--- config.mk ---
export PLATFORM = sky130hd
export DESIGN_NAME = fifo_1i1o_reader
export DESIGN_NICKNAME = d
export VERILOG_FILES = /design/src/rtl/fifo_1i1o_reader.sv
export SDC_FILE = /design/constraint.sdc
export NUM_CORES = 1
export LEC_CHECK = 0
export CORE_MARGIN = 2
export CORE_UTILIZATION = 48
export CTS_CLUSTER_DIAMETER = 100
export DETAILED_ROUTE_END_ITERATION = 8
export PLACE_DENSITY = 0.77
export SYNTH_ARGS = -nofsm -noshare
export SYNTH_HDL_FRONTEND = slang
export SYNTH_SLANG_ARGS = --single-unit
--- constraint.sdc ---
create_clock -name i_clk -period 2.8 [get_ports i_clk]
set_input_delay 0.42 -clock i_clk [delete_from_list [all_inputs] [get_ports i_clk]]
set_output_delay 0.42 -clock i_clk [all_outputs]
set_load 0.05 [all_outputs]
--- src/rtl/fifo_1i1o_reader.sv ---
// Purpose: read-side adapter for a 1W/1R FIFO; issues reads, absorbs the 1-cycle SRAM latency in a 2-entry skid.
// Latency: FIFO non-empty to o_valid is 2 cycles (issue, ack/capture); 1 beat/cycle sustained with i_ready high.
// Backpressure: o_valid/o_data hold while ~i_ready; reads stop once buffered + in-flight entries reach 2.
//
// Ports:
//   i_clk, i_rst (async, active-high), i_flush (sync, same cycle as FIFO flush)
//   o_f_r_e / i_f_r_avail / i_f_r_ack / i_f_r_data : FIFO read port (ack one cycle after o_f_r_e)
//   o_valid / o_data / i_ready                    : downstream valid/ready stream
//   o_beat_cnt / o_stall_cnt                      : saturating statistics counters
// Optional feature macro: FIFO_1I1O_READER_STATS_EN (counters present when defined, tied to 0 otherwise).
module fifo_1i1o_reader #(
  parameter int WIDTH     = 32,
  parameter int CNT_WIDTH = 16
) (
  input  logic                 i_clk,
  input  logic                 i_rst,
  input  logic                 i_flush,
  output logic                 o_f_r_e,
  input  logic                 i_f_r_avail,
  input  logic                 i_f_r_ack,
  input  logic [WIDTH-1:0]     i_f_r_data,
  output logic                 o_valid,
  output logic [WIDTH-1:0]     o_data,
  input  logic                 i_ready,
  output logic [CNT_WIDTH-1:0] o_beat_cnt,
  output logic [CNT_WIDTH-1:0] o_stall_cnt
);

  logic [1:0]       occ_q, occ_d;
  logic             inflight_q, inflight_d;
  logic [WIDTH-1:0] ent0_q, ent0_d;
  logic [WIDTH-1:0] ent1_q, ent1_d;
  logic             pop;
  logic             push;
  logic [2:0]       pending;

  assign o_valid = (occ_q != 2'd0);
  assign o_data  = ent0_q;
  assign pop     = o_valid & i_ready;

  // Slots that will be committed after this cycle's pop. occ + inflight never
  // exceeds 2 and a pop implies occ >= 1, so this cannot underflow.
  assign pending = {1'b0, occ_q} + {2'b00, inflight_q} - {2'b00, pop};
  assign o_f_r_e = i_f_r_avail & ~i_flush & ~i_rst & (pending < 3'd2);

  // A late ack for a read that preceded a flush is dropped here.
  assign push = i_f_r_ack & inflight_q & ~i_flush;

  always_comb begin
    occ_d      = occ_q;
    ent0_d     = ent0_q;
    ent1_d     = ent1_q;
    inflight_d = o_f_r_e;
    if (i_flush) begin
      occ_d = 2'd0;
    end else begin
      case ({push, pop})
        2'b10: begin
          if (occ_q == 2'd0) ent0_d = i_f_r_data;
          else               ent1_d = i_f_r_data;
          occ_d = occ_q + 2'd1;
        end
        2'b01: begin
          ent0_d = ent1_q;
          occ_d  = occ_q - 2'd1;
        end
        2'b11: begin
          // Pop frees the head first, then the new beat lands in the first free slot.
          if (occ_q == 2'd1) begin
            ent0_d = i_f_r_data;
          end else begin
            ent0_d = ent1_q;
            ent1_d = i_f_r_data;
          end
        end
        default: ;
      endcase
    end
  end

  always_ff @(posedge i_clk or posedge i_rst) begin
    if (i_rst) begin
      occ_q      <= 2'd0;
      inflight_q <= 1'b0;
      ent0_q     <= '0;
      ent1_q     <= '0;
    end else begin
      occ_q      <= occ_d;
      inflight_q <= inflight_d;
      ent0_q     <= ent0_d;
      ent1_q     <= ent1_d;
    end
  end

`ifdef FIFO_1I1O_READER_STATS_EN
  logic [CNT_WIDTH-1:0] beat_cnt_q, beat_cnt_d;
  logic [CNT_WIDTH-1:0] stall_cnt_q, stall_cnt_d;

  always_comb begin
    beat_cnt_d  = beat_cnt_q;
    stall_cnt_d = stall_cnt_q;
    if (!i_flush) begin
      if (pop && (beat_cnt_q != {CNT_WIDTH{1'b1}}))
        beat_cnt_d = beat_cnt_q + 1'b1;
      if (o_valid && !i_ready && (stall_cnt_q != {CNT_WIDTH{1'b1}}))
        stall_cnt_d = stall_cnt_q + 1'b1;
    end
  end

  always_ff @(posedge i_clk or posedge i_rst) begin
    if (i_rst) begin
      beat_cnt_q  <= '0;
      stall_cnt_q <= '0;
    end else begin
      beat_cnt_q  <= beat_cnt_d;
      stall_cnt_q <= stall_cnt_d;
    end
  end

  assign o_beat_cnt  = beat_cnt_q;
  assign o_stall_cnt = stall_cnt_q;
`else
  assign o_beat_cnt  = '0;
  assign o_stall_cnt = '0;
`endif

`ifndef SYNTHESIS
  // An ack with no read outstanding means the FIFO and this adapter disagree.
  ack_without_read: assert property (@(posedge i_clk) disable iff (i_rst)
    !(i_f_r_ack && !inflight_q));
`endif

endmodule

Yosys cells after proc, flatten, opt, wreduce, memory -nomap -nowiden
Index checks and enable logic that the tools add are counted.
{"block": "totals", "rom_bits": 0, "ramBits": 0, "register_bits": 67, "latchBits": 0, "word_cells": 39, "out_inout_bits": 66, "memories": 0, "in_bits": 38}
{"block": "classes", "n_mux": 8, "n_lt_le_gt_ge": 1, "add_sub_neg": 4, "n_div": 0, "mul": 0, "shift": 0, "n_eq_ne": 7, "n_bitwise": 8, "n_reduce_logical": 7}
{"cell": "$mux W32", "n": 4}
{"cell": "$pmux W32 S3", "n": 1}
{"cell": "$pmux W32 S2", "n": 1}
{"cell": "$and A1 B1 Y1", "n": 6}
{"cell": "$ne A2 B2 Y1 const B", "n": 3}
{"cell": "$reduce_bool A3 Y1", "n": 2}
{"cell": "$eq A2 B1 Y1 const B", "n": 2}
{"cell": "$eq A2 B2 Y1 const B", "n": 2}
{"cell": "$pmux W2 S2", "n": 1}
{"cell": "$reduce_and A4 Y1", "n": 1}
{"cell": "$reduce_bool A2 Y1", "n": 2}
{"cell": "$add A2 B1 Y3", "n": 1}
{"cell": "$lt A3 B2 Y1 const B", "n": 1}
{"cell": "$reduce_and A3 Y1", "n": 1}
{"cell": "$sub A3 B1 Y3", "n": 1}
{"cell": "$add A2 B1 Y2 const B", "n": 1}
{"cell": "$logic_not A2 Y1", "n": 1}
{"cell": "$mux W2", "n": 1}
{"cell": "$not A1 Y1", "n": 2}
{"cell": "$sub A2 B1 Y2 const B", "n": 1}

Depth between registers and ports, before layout
Gate-level depths: netlist (run 1).
{"block": "depth", "ltp_word": 5, "mapped_depth": 9, "ltp_nobuf": 8}

Least setup slack after synthesis (run 1)
No wires, ideal clock.
{"block": "synth_path", "path_type": "flip-flop to output port", "start": "reg occ_q[1]", "end": "out o_f_r_e", "path_slack_ps": -389, "arrival_ps": 2769, "path_stages_with_launch": 10, "path_cell_list": "dfrtp_1 -> inv_1 -> ha_1 -> nand2b_1 -> clkbuf_1 -> and2_1 -> o21ai_0 -> fa_1 -> nand4b_1 -> nor2_1"}
{"block": "synth_between", "elab_chain_cells": 5, "word_cells_on_any_way": 6, "cone_classes": "add/sub (2); order compare (1); bitwise (2); reduce/logical (1)"}
{"item": "from (decl)", "line": "29", "text": "logic [1:0] occ_q, occ_d;"}
{"item": "from (signal assigned)", "line": "83", "text": "occ_q <= 2'd0;"}
{"item": "from (signal assigned)", "line": "88", "text": "occ_q <= occ_d;"}
{"item": "parallel branches: the longest is 2 deep, another holds $add A2 B1 Y3"}
{"item": "$sub A3 B1 Y3 *", "line": "43", "text": "assign pending = {1'b0, occ_q} + {2'b00, inflight_q} - {2'b00, pop};"}
{"item": "$lt A3 B2 Y1 *", "line": "44", "text": "assign o_f_r_e = i_f_r_avail & ~i_flush & ~i_rst & (pending < 3'd2);"}
{"item": "$and A1 B1 Y1 *", "line": "44"}
{"item": "to (decl)", "line": "18", "text": "output logic o_f_r_e,"}
Mark *: on every way between the ends.

Worst setup path after layout (run 1)
{"block": "layout_path", "start": "reg occ_q[0]", "end": "out o_f_r_e"}
Same word-level chain as after synthesis.

==> run summary, run 1 <==
Leakage power -> 2.059 nW
Seq cells post-synth -> 67
Clk slew on worst S/H paths -> 0.07 ns
Yosys cell types -> 33
Worst-Margin Slew -> 0.8539 ns
Ys async rst share -> 100.0%
RSZ-0062 raised after global routing -> false
Clock group share of total power -> 18.8%
CTS root buffer -> clkbuf_8
CP Data Arrival Time -> 2.26 ns
Grt ovf -> 0
Endpoints failing setup -> 0
Yosys warning total -> 0
CP required -> 2.38 ns
Area Overhead vs Synth -> 29.12%
Post-DRT Antenna Nets -> 0
H-tree depth -> 3
Final min period -> 2.684 ns
Critical Path Start Type -> flop
Nets -> 453
CP startpoint -> occ_q[0]$_DFFE_PP0P_
Comb pwr share -> 50.5%
GRT Total Usage -> 19.75%
Syn Area/Cell -> 10.48 sq um
Register area share after synthesis -> 47.47%
Clock latency on the worst-skew pair -> 0.34 ns
HP Class -> flop to flop
IO Count -> 104
Switching pwr -> 2.368 mW
Hold Vio Cnt, Final -> 0
Via-to-Cell Ratio -> 5.157
Max Clock Skew -> 0.009647 ns
Die footprint -> 0.008060 sq mm
Yosys top cell area share -> 47.47%
Cells on worst reg2reg path -> 7
P_int -> 3.262 mW
Initial antenna violation count -> 0
Status -> finished, final reports clean
Number of enable flip-flop cells after synthesis -> 0
Slew margin rel. -> 43.07%
Setup crit end kind -> output pin
Critical path class -> flop to output pin
Vias -> 2,661
Sw Ratio -> 42.06%
Fin area -> 0.004561 sq mm
DRT iter0 DRCs -> 146
Die W -> 89.78 microns
Largest net degree at the start of global routing -> 68
Final period utilization -> 95.87%
N_diodes -> 0
Layout cell share with drive strength beyond 1 -> 17.03%
TritonCTS buffer count -> 9
Core Footprint -> 0.007176 sq mm
Vias in the first global route -> 2,583
Buffers on Ports -> 71
Clk buf depth -> 2
R2r startpoint -> occ_q[0]$_DFFE_PP0P_
Max cap viols -> 0
CP Capture Point -> o_f_r_e
CTS tree -> done
Setup TNS -> 0 ns
Count leader, synth -> dfrtp_1
Yosys top cell by area -> dfrtp_1
DRT Wirelength -> 7830 microns
CTS Sinks -> 67
Max Clk Rate -> 0.3725 GHz
Post-Synthesis Cells -> 337
Max VDD drop -> 0.7423 mV
Detailed placement HPWL -> 5110 microns
Initial cell density of the core -> 49.22%
RePlAce Congestion -> 0.7526
Placed inst area -> 0.004259 sq mm
Final Max Tran Viols -> 0
Synth Flop Type -> dfrtp_1
Drt pass-1 iters -> 4
Pwr Density -> 1235 mW/mm^2
R2R Setup Slk -> 0.68 ns
Post-Syn Area -> 0.003532 sq mm
R2R Path End -> o_data[0]$_DFFE_PP0P_
Wire per inst -> 15.17 microns
Flop pwr share -> 30.7%
Global-route wire length before repair -> 12,990 microns
Core Rows -> 31
Critical path fanouts, max -> 3
Die height -> 89.78 microns
Most frequent cells after synthesis -> dfrtp_1, nand2_1, nor2_1
Largest cells by area after synthesis -> dfrtp_1, mux2_4, buf_4
Remaining DRCs -> 0
-- metrics by stage --
| stage | total power, mW | cells | worst slack, ns | hold slack, ns | utilization, % |
|---|---|---|---|---|---|
| 6_report | 5.631 | 516 | 0.1157 | 0.5059 | 63.56 |
| 5_1_grt | 5.934 | 516 | 0.01273 | 0.5178 | 63.56 |
| 4_1_cts | 5.648 | 515 | 0.007072 | 0.5080 | 63.28 |
| 3_5_place_dp | 4.548 | 497 | 0.1178 | 0.4910 | 59.35 |
| 3_3_place_gp | 4.476 | 497 | 0.1468 | 0.4871 | 59.35 |
| 2_1_floorplan | 3.716 | 368 | 0.04648 | 0.4793 | - |
-- registers in the layout (all words and copies together), names as in the netlist --
signal	cells
o_data	32
ent1_q	32
occ_q	2
inflight_q	1
-- cells by family (layout without fill, tap and decap cells) --
logic type	Yosys count	in the layout	synth area share (%)
compound gates	64	64	12.01
xor+xnor	3	3	0.7440
fa+ha+maj	3	3	1.275
buf+inv	57	106	10.27
flops	67	67	47.47
mux	45	45	17.07
other cells	1	32	0.1062
simple gates	97	97	11.05
-- per-layer routing --
layer,wire [microns],GRT usage [%],up-vias
li1,-,-,1247
met1,3540,26.43,1326
met2,3867,32.13,84
met3,366,5.365,4
met4,56,5.000,0
met5,0,0,-
-- worst min-delay path by stage --
| stage | to | slack [ns] | depth (start not counted) | startpoint |
|---|---|---|---|---|
| 2_1_floorplan | ent1_q[29]$_DFFE_PP0P_ | 0.48 | 1 | ent1_q[29]$_DFFE_PP0P_ |
| 3_3_place_gp | o_data[26]$_DFFE_PP0P_ | 0.49 | 1 | o_data[26]$_DFFE_PP0P_ |
| 3_5_place_dp | o_data[11]$_DFFE_PP0P_ | 0.49 | 1 | o_data[11]$_DFFE_PP0P_ |
| 4_1_cts | o_data[11]$_DFFE_PP0P_ | 0.51 | 1 | o_data[11]$_DFFE_PP0P_ |
| 5_1_grt | o_data[11]$_DFFE_PP0P_ | 0.52 | 1 | o_data[11]$_DFFE_PP0P_ |
| 6_report | o_data[11]$_DFFE_PP0P_ | 0.51 | 1 | o_data[11]$_DFFE_PP0P_ |
-- cell usage in the layout, fill, tap and decap left out, types with 2 or more instances in the layout --
cell type	Yosys	final
ha_1	2	2
o32a_1	12	12
buf_4	33	15
clkinvlp_4	0	3
nand4b_1	2	2
nor2_1	36	34
a31oi_1	19	19
mux2i_1	13	13
clkbuf_8	0	9
clkdlybuf4s50_1	0	70
nor2_4	0	2
inv_1	4	3
mux2_4	30	30
conb_1	1	32
mux2_2	2	2
nand2_1	52	52
a211oi_1	2	2
bufinv_16	0	4
xnor2_1	2	2
o21ai_0	25	24
and2_1	2	2
dfrtp_1	67	67
-- what timing repair did --
action / CTS / global route
resized for setup: 1 / 3
hold endpoints to repair: 0 / 0
buffers inserted: 2 / 1
hold buffers: 0 / 0
pin swaps: 1 / 3
setup endpoints to repair: 1 / 1
-- power by group through the flow --
stage / sequential (mW) / clock, mW / combinational (mW)
global placement: 1.72 / 0 / 2.76
floorplan: 2.51 / 0 / 1.21
global route: 1.78 / 1.13 / 3.02
finish: 1.73 / 1.06 / 2.84
CTS: 1.73 / 1.08 / 2.84
detailed placement: 1.74 / 0 / 2.80
-- critical path: stages (launching register included) --
cell and delay (ns):
dfrtp_1 0.36, inv_1 0.07, ha_1 0.21, nand2b_4 0.16, nor2_4 0.13, o21ai_1 0.09, fa_1 0.48, nand4b_1 0.14
nor2_4 0.15, buf_12 0.14
-- cell type report --
class | count | area (sq um)
Timing Repair Buffer | 86 | 833.3
Multi-Input combinational cell | 244 | 1644
Clock inverter | 7 | 140.1
Sequential cell | 67 | 1677
Clock buffer | 9 | 123.9
Tap cell | 99 | 123.9
Fill cell | 564 | 2615
Inverter | 4 | 18.77
(Power assumes the default switching activity.)
==> inputs of run 2 (changes only) <==
--- a/config.mk
+++ b/config.mk
@@ -10,6 +10,7 @@
 export CTS_CLUSTER_DIAMETER = 100
 export DETAILED_ROUTE_END_ITERATION = 8
 export PLACE_DENSITY = 0.77
+export SETUP_SLACK_MARGIN = 0.4
 export SYNTH_ARGS = -nofsm -noshare
 export SYNTH_HDL_FRONTEND = slang
 export SYNTH_SLANG_ARGS = --single-unit
==> run summary, run 2 (same netlist as run 1, synthesis figures left out) <==
Most common cell after layout, fill and taps aside -> clkdlybuf4s50_1
DRT Wirelength -> 7864 microns
Die W -> 89.78 microns
Critical path class -> input port to output pin
Setup TNS -> 0 ns
Critical Path Start Type -> input port
R2R Path End -> o_data[0]$_DFFE_PP0P_
CTS tree -> done
Worst-Margin Slew -> 0.8517 ns
CP required -> 2.38 ns
WHS Endpoint -> o_data[7]$_DFFE_PP0P_
Pwr Density -> 1191 mW/mm^2
Detailed placement HPWL -> 5030 microns
Cells on worst reg2reg path -> 9
Fill count -> 567
Wire per inst -> 15.18 microns
R2R Setup Slk -> 0.55 ns
Die height -> 89.78 microns
Fin area -> 0.004534 sq mm
Final period utilization -> 92.51%
Vias -> 2,688
Multi-input gate area -> 0.001659 sq mm
Final Max Tran Viols -> 0
Leakage power -> 2.058 nW
RePlAce Congestion -> 0.8086
Status -> finished, final reports clean
R2r startpoint -> occ_q[0]$_DFFE_PP0P_
Remaining DRCs -> 0
Layout cell share with drive strength beyond 1 -> 17.90%
Post-DRT Antenna Nets -> 0
Area Overhead vs Synth -> 28.37%
Via-to-Cell Ratio -> 5.189
Core Rows -> 31
Drt pass-1 iters -> 4
CTS Sinks -> 67
Placed inst area -> 0.004287 sq mm
GRT Total Usage -> 20.22%
Clk buf depth -> 2
Critical path fanouts, max -> 3
Met2 Routed Length -> 3728 microns
M1 WL -> 3633 microns
Largest net degree at the start of global routing -> 68
Final min period -> 2.590 ns
Max VDD drop -> 0.5367 mV
Routed met3 length -> 426 microns
N_diodes -> 0
Vias in the first global route -> 2,677
Grt ovf -> 0
Max Clk Rate -> 0.3861 GHz
Core Footprint -> 0.007176 sq mm
Register area -> 0.001677 sq mm
Global-route wire length before repair -> 13,140 microns
Clock latency on the worst-skew pair -> 0.34 ns
Initial antenna violation count -> 0
RSZ-0062 raised after global routing -> true
Hold path start -> o_data[7]$_DFFE_PP0P_
Hold depth -> 1
Setup crit end kind -> output pin
DRT iter0 DRCs -> 146
Endpoints failing setup -> 0
Buffers on Ports -> 71
Max cap viols -> 0
IO Count -> 104
Top sig layer -> met4
Slew margin rel. -> 43.22%
HP Class -> flop to flop
TritonCTS buffer count -> 9
Nets -> 456
Total power -> 5.402 mW
H-tree depth -> 3
Hold Vio Cnt, Final -> 0
Clk slew on worst S/H paths -> 0.07 ns
Initial cell density of the core -> 49.22%
CP Data Arrival Time -> 2.17 ns
Most frequent cells in the layout -> clkdlybuf4s50_1, dfrtp_1, nand2_1, nor2_1, conb_1
Die footprint -> 0.008060 sq mm
CTS root buffer -> clkbuf_8
Max Clock Skew -> 0.01311 ns
==> run 2: changes by cell type in the layout (fill, tap and decap cells not counted), sizes merged <==
cell | previous run | this run
clkbuf | 9 | 13
clkinvlp | 3 | 1
buf | 16 | 19
bufinv | 4 | 1
dlygate4sd2 | 0 | 1
clkdlybuf4s50 | 70 | 69
==> run 2: critical path: stages <==
cell	delay [ns]
clkdlybuf4s50_1	0.57
nand2b_4	0.09
nor2_4	0.10
o21ai_1	0.09
fa_1	0.48
nand4b_1	0.13
nor2_4	0.13
buf_8	0.15
==> run 2: how the worst max path moves through the flow <==
stage | start | endpoint | slack (ns) | depth (start not counted)
floorplan | occ_q[1]$_DFFE_PP0P_ | o_f_r_e | 0.31 | 9
global placement | i_ready | o_f_r_e | 0.21 | 8
detailed placement | i_ready | o_f_r_e | 0.16 | 8
CTS | occ_q[0]$_DFFE_PP0P_ | o_f_r_e | 0.15 | 9
global route | occ_q[0]$_DFFE_PP0P_ | o_f_r_e | 0.09 | 9
finish | i_ready | o_f_r_e | 0.21 | 8
==> run 2: layer usage <==
layer,track usage (%),up-vias
met4,6.410,0
met5,0,-
met2,32.13,91
li1,-,1255
met3,6.035,6
met1,26.84,1336
==> run 2: final cells by class <==
cell class / count / share of cell area [%]
Sequential cell: 67 / 36.98
Multi-Input combinational cell: 244 / 36.59
Timing Repair Buffer: 89 / 19.01
Clock buffer: 13 / 3.504
Tap cell: 99 / 2.732
Clock inverter: 2 / 0.7726
Inverter: 4 / 0.4139
==> run 2: repair_timing <==
item                                    4_1_cts  5_1_grt
pin swaps                                     1        1
buffers inserted                              4        2
cloned                                        0        0
endpoints found under the setup margin        2        1
hold buffers                                  0        0
hold endpoints to repair                      0        0
gates resized for setup                       3        2
==> run 2: metrics by stage <==
step,util (%),std cells,hold WS [ns],worst slack (ns)
after floorplan,-,368,0.4793,0.3073
after CTS,62.89,516,0.5067,0.1548
after detailed placement,59.74,497,0.4855,0.1615
after global routing,63.19,518,0.5192,0.08808
final,63.19,518,0.5017,0.2097
after global placement,59.74,497,0.4866,0.2069
==> run 2: where the power goes <==
part	internal, mW	switching [mW]	leakage (nW)	total, mW
logic	1.17	1.70	1.12	2.87
registers	1.44	0.280	0.842	1.72
clock network	0.455	0.359	0.0995	0.814
total	3.06	2.34	2.06	5.40
